[src/rtl/mem_read_arbiter.sv]
// mem_read_arbiter: two-port read arbiter and sequencer for a synchronous-read
// program memory. Port 0 is instruction fetch, port 1 is debug/monitor.
// The memory read latency is hidden behind a req / one-cycle rvalid handshake.
//
// Optional feature macro: MEM_ARB_ROUND_ROBIN_EN
//   defined   -> simultaneous requests in IDLE go to the port not served last
//   undefined -> port 0 always wins simultaneous requests in IDLE
// In both builds a completing transaction hands the bus directly to the other
// port if it is requesting, so neither port can starve the other.
//
// Note: Resetn is active-high despite its name (asserted = 1).

module mem_read_arbiter #(
  parameter int AW = 5,
  parameter int DW = 16
) (
  input  logic          MClock,
  input  logic          Resetn,
  input  logic          req0,
  input  logic [AW-1:0] addr0,
  input  logic          req1,
  input  logic [AW-1:0] addr1,
  output logic          gnt0,
  output logic          gnt1,
  output logic          rvalid0,
  output logic          rvalid1,
  output logic [DW-1:0] rdata,
  output logic [AW-1:0] mem_addr,
  input  logic [DW-1:0] mem_data,
  output logic          busy
);

  typedef enum logic [1:0] {
    S_IDLE  = 2'd0,
    S_ISSUE = 2'd1,
    S_DATA  = 2'd2
  } state_t;

  state_t        state_q, state_d;
  logic          port_q, port_d;      // port owning the in-flight transaction
  logic [AW-1:0] mem_addr_q, mem_addr_d;
  logic [DW-1:0] rdata_q, rdata_d;
  logic          rv0_q, rv0_d;
  logic          rv1_q, rv1_d;
  logic          win;

`ifdef MEM_ARB_ROUND_ROBIN_EN
  logic          last_q, last_d;      // port served by the most recent completion

  // Round-robin pick: on a tie the port not served last wins.
  function automatic logic pick_port(input logic r0, input logic r1, input logic last);
    if (r0 && r1) return ~last;
    return r1 && !r0;
  endfunction
`else
  // Fixed priority pick: port 0 wins whenever it is requesting.
  function automatic logic pick_port(input logic r0, input logic r1);
    return r1 && !r0;
  endfunction
`endif

  // State and registered datapath; reset discards any in-flight read.
  always_ff @(posedge MClock) begin
    if (Resetn) begin
      state_q    <= S_IDLE;
      port_q     <= 1'b0;
      mem_addr_q <= '0;
      rdata_q    <= '0;
      rv0_q      <= 1'b0;
      rv1_q      <= 1'b0;
`ifdef MEM_ARB_ROUND_ROBIN_EN
      last_q     <= 1'b1;             // "last served = 1" favours port 0 first
`endif
    end else begin
      state_q    <= state_d;
      port_q     <= port_d;
      mem_addr_q <= mem_addr_d;
      rdata_q    <= rdata_d;
      rv0_q      <= rv0_d;
      rv1_q      <= rv1_d;
`ifdef MEM_ARB_ROUND_ROBIN_EN
      last_q     <= last_d;
`endif
    end
  end

  // Next-state: arbitrate in IDLE, wait one cycle in ISSUE for the memory to
  // sample the address, capture data in DATA and hand off to the other port.
  always_comb begin
    state_d    = state_q;
    port_d     = port_q;
    mem_addr_d = mem_addr_q;
    rdata_d    = rdata_q;
    rv0_d      = 1'b0;
    rv1_d      = 1'b0;
    win        = 1'b0;
`ifdef MEM_ARB_ROUND_ROBIN_EN
    last_d     = last_q;
`endif
    unique case (state_q)
      S_IDLE: begin
        if (req0 || req1) begin
`ifdef MEM_ARB_ROUND_ROBIN_EN
          win = pick_port(req0, req1, last_q);
`else
          win = pick_port(req0, req1);
`endif
          port_d     = win;
          mem_addr_d = win ? addr1 : addr0;
          state_d    = S_ISSUE;
        end
      end
      S_ISSUE: begin
        state_d = S_DATA;
      end
      S_DATA: begin
        rdata_d = mem_data;
        rv0_d   = ~port_q;
        rv1_d   = port_q;
`ifdef MEM_ARB_ROUND_ROBIN_EN
        last_d  = port_q;
`endif
        // The served port's request is still high here; only the other port
        // is considered for an immediate back-to-back issue.
        if (port_q ? req0 : req1) begin
          port_d     = ~port_q;
          mem_addr_d = port_q ? addr0 : addr1;
          state_d    = S_ISSUE;
        end else begin
          state_d = S_IDLE;
        end
      end
      default: begin
        state_d = S_IDLE;
      end
    endcase
  end

  // Outputs: grants follow the in-flight owner, everything else is registered.
  always_comb begin
    busy     = (state_q != S_IDLE);
    gnt0     = busy && !port_q;
    gnt1     = busy && port_q;
    rvalid0  = rv0_q;
    rvalid1  = rv1_q;
    rdata    = rdata_q;
    mem_addr = mem_addr_q;
  end

endmodule
[config.mk]
export PLATFORM = sky130hd
export DESIGN_NAME = mem_read_arbiter
export DESIGN_NICKNAME = d
export VERILOG_FILES = /design/src/rtl/mem_read_arbiter.sv
export SDC_FILE = /design/constraint.sdc
export NUM_CORES = 1
export LEC_CHECK = 0
export CAP_MARGIN = 20
export CELL_PAD_IN_SITES_DETAIL_PLACEMENT = 2
export CELL_PAD_IN_SITES_GLOBAL_PLACEMENT = 2
export CORE_MARGIN = 5
export CORE_UTILIZATION = 31
export CTS_CLUSTER_SIZE = 40
export DETAILED_ROUTE_END_ITERATION = 10
export DONT_BUFFER_PORTS = 1
export PLACE_DENSITY = 0.74
export SLEW_MARGIN = 25
export SYNTH_ARGS = -nofsm -noshare
export SYNTH_HDL_FRONTEND = slang
export SYNTH_SLANG_ARGS = --single-unit
[constraint.sdc]
create_clock -name MClock -period 1.81 [get_ports MClock]
set_input_delay 0.362 -clock MClock [delete_from_list [all_inputs] [get_ports MClock]]
set_output_delay 0.362 -clock MClock [all_outputs]
set_load 0.05 [all_outputs]
After elaboration in Yosys (flattened, before gate mapping)
Index checks and enable logic that the tools add are counted.
{"block": "classes", "bitwise_logic": 2, "mux": 12, "reduce_logical": 11, "eq_ne": 4}
{"operator": "$mux W5", "n": 4}
{"operator": "$pmux W5 S2", "n": 1}
{"operator": "$pmux W2 S3", "n": 1}
{"operator": "$mux W1", "n": 4}
{"operator": "$ne A2 B2 Y1 const B", "n": 2}
{"operator": "$reduce_bool A2 Y1", "n": 2}
{"operator": "$logic_and A1 B1 Y1", "n": 3}
{"operator": "$reduce_and A3 Y1", "n": 1}
{"operator": "$eq A2 B1 Y1 const B", "n": 1}
{"operator": "$eq A2 B2 Y1 const B", "n": 1}
{"operator": "$logic_not A1 Y1", "n": 2}
{"operator": "$logic_not A2 Y1", "n": 1}
{"operator": "$mux W2", "n": 1}
{"operator": "$not A1 Y1", "n": 2}
{"operator": "$pmux W1 S2", "n": 1}
{"operator": "$reduce_or A2 Y1", "n": 1}
{"operator": "$logic_or A1 B1 Y1", "n": 1}
{"block": "totals", "register_bits": 26}

Logic depth before layout (Yosys ltp)
{"block": "logic_depth", "depth_word": 5, "depth_mapped": 5, "mapped_depth_nobuf": 4}

Worst setup path after synthesis
No wires, ideal clock.
{"block": "synth_path", "path_type": "register -> output", "startpoint": "reg state_q[1]", "endpoint": "out gnt0", "arrival_time_ns": 1.426, "stages_incl_launch_ff": 3, "slack_ns": 0.022, "cell_sequence": "dfxtp_1 > or2_2 > nor2b_1"}
{"block": "synth_between", "elab_chain_cells": 2}
{"element": "start: declaration", "line": "39", "rtl": "state_t state_q, state_d;"}
{"element": "start signal: assignment", "line": "75", "rtl": "state_q <= state_d;"}
{"element": "$reduce_bool A2 Y1", "line": "141", "rtl": "busy = (state_q != S_IDLE);"}
{"element": "net busy", "line": "30", "rtl": "output logic busy"}
{"element": "$logic_and A1 B1 Y1", "line": "142", "rtl": "gnt0 = busy && !port_q;"}
{"element": "end: declaration", "line": "23", "rtl": "output logic gnt0,"}
The timed path passes the listed nets, and every way through them passes these cells.

Final worst setup path
{"block": "layout_path", "startpoint": "reg state_q[0]", "endpoint": "out gnt1"}
{"block": "layout_between", "elab_chain_cells": 2}
{"element": "$reduce_bool A2 Y1", "line": "141"}
{"element": "$logic_and A1 B1 Y1", "line": "143", "rtl": "gnt1 = busy && port_q;"}
{"element": "end: declaration", "line": "24", "rtl": "output logic gnt1,"}
Every way passes these cells.

==> results.json <==
{
  "io_pins": 56,
  "crit_family": "simple AND/OR/NAND/NOR gates",
  "grt_pass1_vias": 885,
  "synth_cells": 114,
  "outcome": "finished clean",
  "startpoint_type": "flip-flop",
  "die_w_um": 66.8,
  "path_cells": "or2_2 > and2_1 > buf_4",
  "root_buffer": "clkbuf_4",
  "finalSetupViolations": 0,
  "synthMuxAreaShare": 0.0825,
  "seqCellArea_um2": 520,
  "max_freq_mhz": 587,
  "synth_fa_ha_area_frac": 0,
  "rsz0062_at_grt": "false",
  "synthArstFlopShare": 0,
  "crit_end": "gnt1",
  "layout.nets": 146,
  "holdBufCountCts": 0,
  "synth_top_family_by_area": "simple AND/OR/NAND/NOR gates",
  "initial_core_util": 0.325,
  "setup_ws_ns": 0.108,
  "ant_nets": 0,
  "powerDensity_nw_per_um2": 1010,
  "min_delay_path_depth": 1,
  "slew_headroom": 0.642,
  "synth_area_per_cell_um2": 8.78,
  "die_y_um": 66.8,
  "ys_ff_latch": 26,
  "leakage_nw": 0.387,
  "synth_xor_area_frac": 0,
  "seq_area_frac_synth": 0.520,
  "synthFlopType": "dfxtp_1",
  "cts_buffers": 3,
  "r2r-end": "mem_addr[1]",
  "synth_edf_count": 0,
  "synth_top_area_cell": "dfxtp_1",
  "path_clk_slew_ns": 0.13,
  "critPathMaxFanout": 5,
  "critPathBufInv": 1,
  "synth_cell_types": 20,
  "drt_iter0_drc": 7,
  "synthesis.nets": 144,
  "worst_pin_slew_ns": 0.537,
  "crit_cells": 3,
  "synthTopCellsByCount": "32 x nand2_1, 26 x dfxtp_1, 16 x a21oi_1",
  "crit_required_ns": 1.45,
  "fp.coreArea_um2": 3080,
  "min_period_over_period": 0.940,
  "yosysTopAreaCellShare": 0.520,
  "synth_most_common_cell": "nand2_1",
  "grt_pass1_wl_mm": 4.22,
  "cts_max_path_buffers": 2,
  "multi_input_area_um2": 438,
  "reg2reg_depth": 4,
  "post-dp-hpwl_mm": 1.99,
  "rows": 20,
  "drive_gt1_frac": 0.0965,
  "finClkSkew_ns": 0.00159,
  "tns_ns": 0,
  "io_buffers": 0,
  "overflow": 0,
  "worst_path_largest_cell_delay_ns": 0.37,
  "r2r_start": "state_q[0]",
  "synth.area.top_cells": "dfxtp_1 52%, nand2_1 12%, a21oi_1 8.0%",
  "antenna_cells": 0,
  "die_area_um2": 4470,
  "cp_slowest_cell": "dfxtp_1",
  "crit_start": "state_q[0]",
  "tritoncts": "yes",
  "drv_cap": 0,
  "pre_cts_slack_ns": 0.360,
  "insertion_delay_ns": 0.30,
  "timing.final.crit_period_ns": 1.70,
  "yosys_warnings": 0,
  "post_cts_buffers": 0,
  "grt_antenna_before_repair": 0,
  "vias": 789,
  "finalMaxSlewViolations": 0,
  "hold_viol": 0,
  "area_growth_pct": 7.62,
  "ir_drop_v": 0.000275,
  "wl_per_cell_um": 16.1,
  "via_per_inst": 4.99,
  "critPathArrivalTime_ns": 1.34,
  "n_fill_cell": 354,
  "end_kind": "output port",
  "wl_mm": 2.54,
  "firstDrtPassIters": 2,
  "drc": 0,
  "critical_path_class": "reg2out",
  "track_usage": 0.125,
  "r2r_slack_ns": 0.34,
  "synth_compound_area_frac": 0.140,
  "place.gp.congestion": 0.665,
  "cts.sinks": 26,
  "cts.repair.resized": 0,
  "synth-simple-area-share": 0.215,
  "htree_num_levels": 1,
  "grt_max_degree": 27,
  "min_path_type": "in2reg",
  "syn_area_um2": 1000
}
-- power by group --
part	internal (mW)	leakage, nW	switching, mW
logic	0.0550	0.161	0.0782
registers	0.604	0.212	0.119
clock network	0.0776	0.0138	0.155
-- layer usage --
metal  vias to the layer above  global-route usage  share of wire
met3                         2              0.0573           0.12
met2                        36               0.226           0.51
met1                       374               0.125           0.36
met4                         0              0.0381         0.0071
met5                         -                   0              0
li1                        377                   -              -
-- logic make-up after synthesis --
logic type,Yosys count
flip-flops,26
AND/OR/NAND/NOR,49
buffers and inverters,9
AO/OA/AOI/OAI,23
multiplexers,7
-- stage by stage --
step	cells	power (mW)	util	area [um2]	hold WS, ns
after floorplan	114	0.844	-	1000	0.465
after global placement	155	0.865	0.343	1050	0.435
after detailed placement	155	0.874	0.343	1050	0.438
after CTS	158	1.11	0.350	1080	0.0890
after global routing	158	1.15	0.350	1080	0.0743
final	158	1.09	0.350	1080	0.105
-- how the worst min path moves through the flow --
stage,slack [ns],to,from
finish,0.10,port_q,Resetn
CTS,0.09,rdata[8],Resetn
global placement,0.43,rdata[9],Resetn
detailed placement,0.44,rdata[8],Resetn
floorplan,0.47,state_q[1],state_q[1]
global route,0.07,port_q,Resetn
-- cell type report --
type                            instances  share of cell area
Sequential cell                        26               0.483
Multi-Input combinational cell         79               0.407
Tap cell                               44              0.0511
Timing Repair Buffer                    5              0.0348
Clock buffer                            3              0.0209
Inverter                                1             0.00348
-- flip-flops by register name, indices dropped and copies added (netlist names) --
name      flops
rvalid1       1
rdata        16
state_q       2
port_q        1
mem_addr      5
rvalid0       1
-- layout by cell type (no fill, tap or decap) --
master / instances
nor2b_1: 2
a211oi_2: 1
nor3b_1: 3
mux2i_4: 1
and2_1: 1
nor3_1: 1
dfxtp_1: 26
nor2_1: 6
and2b_1: 1
a21oi_1: 16
nand2b_1: 2
mux2i_1: 6
buf_4: 5
clkbuf_4: 3
or2_2: 1
a21bo_1: 1
inv_1: 1
a211oi_1: 5
nand2_1: 32
(Power assumes the default switching activity.)
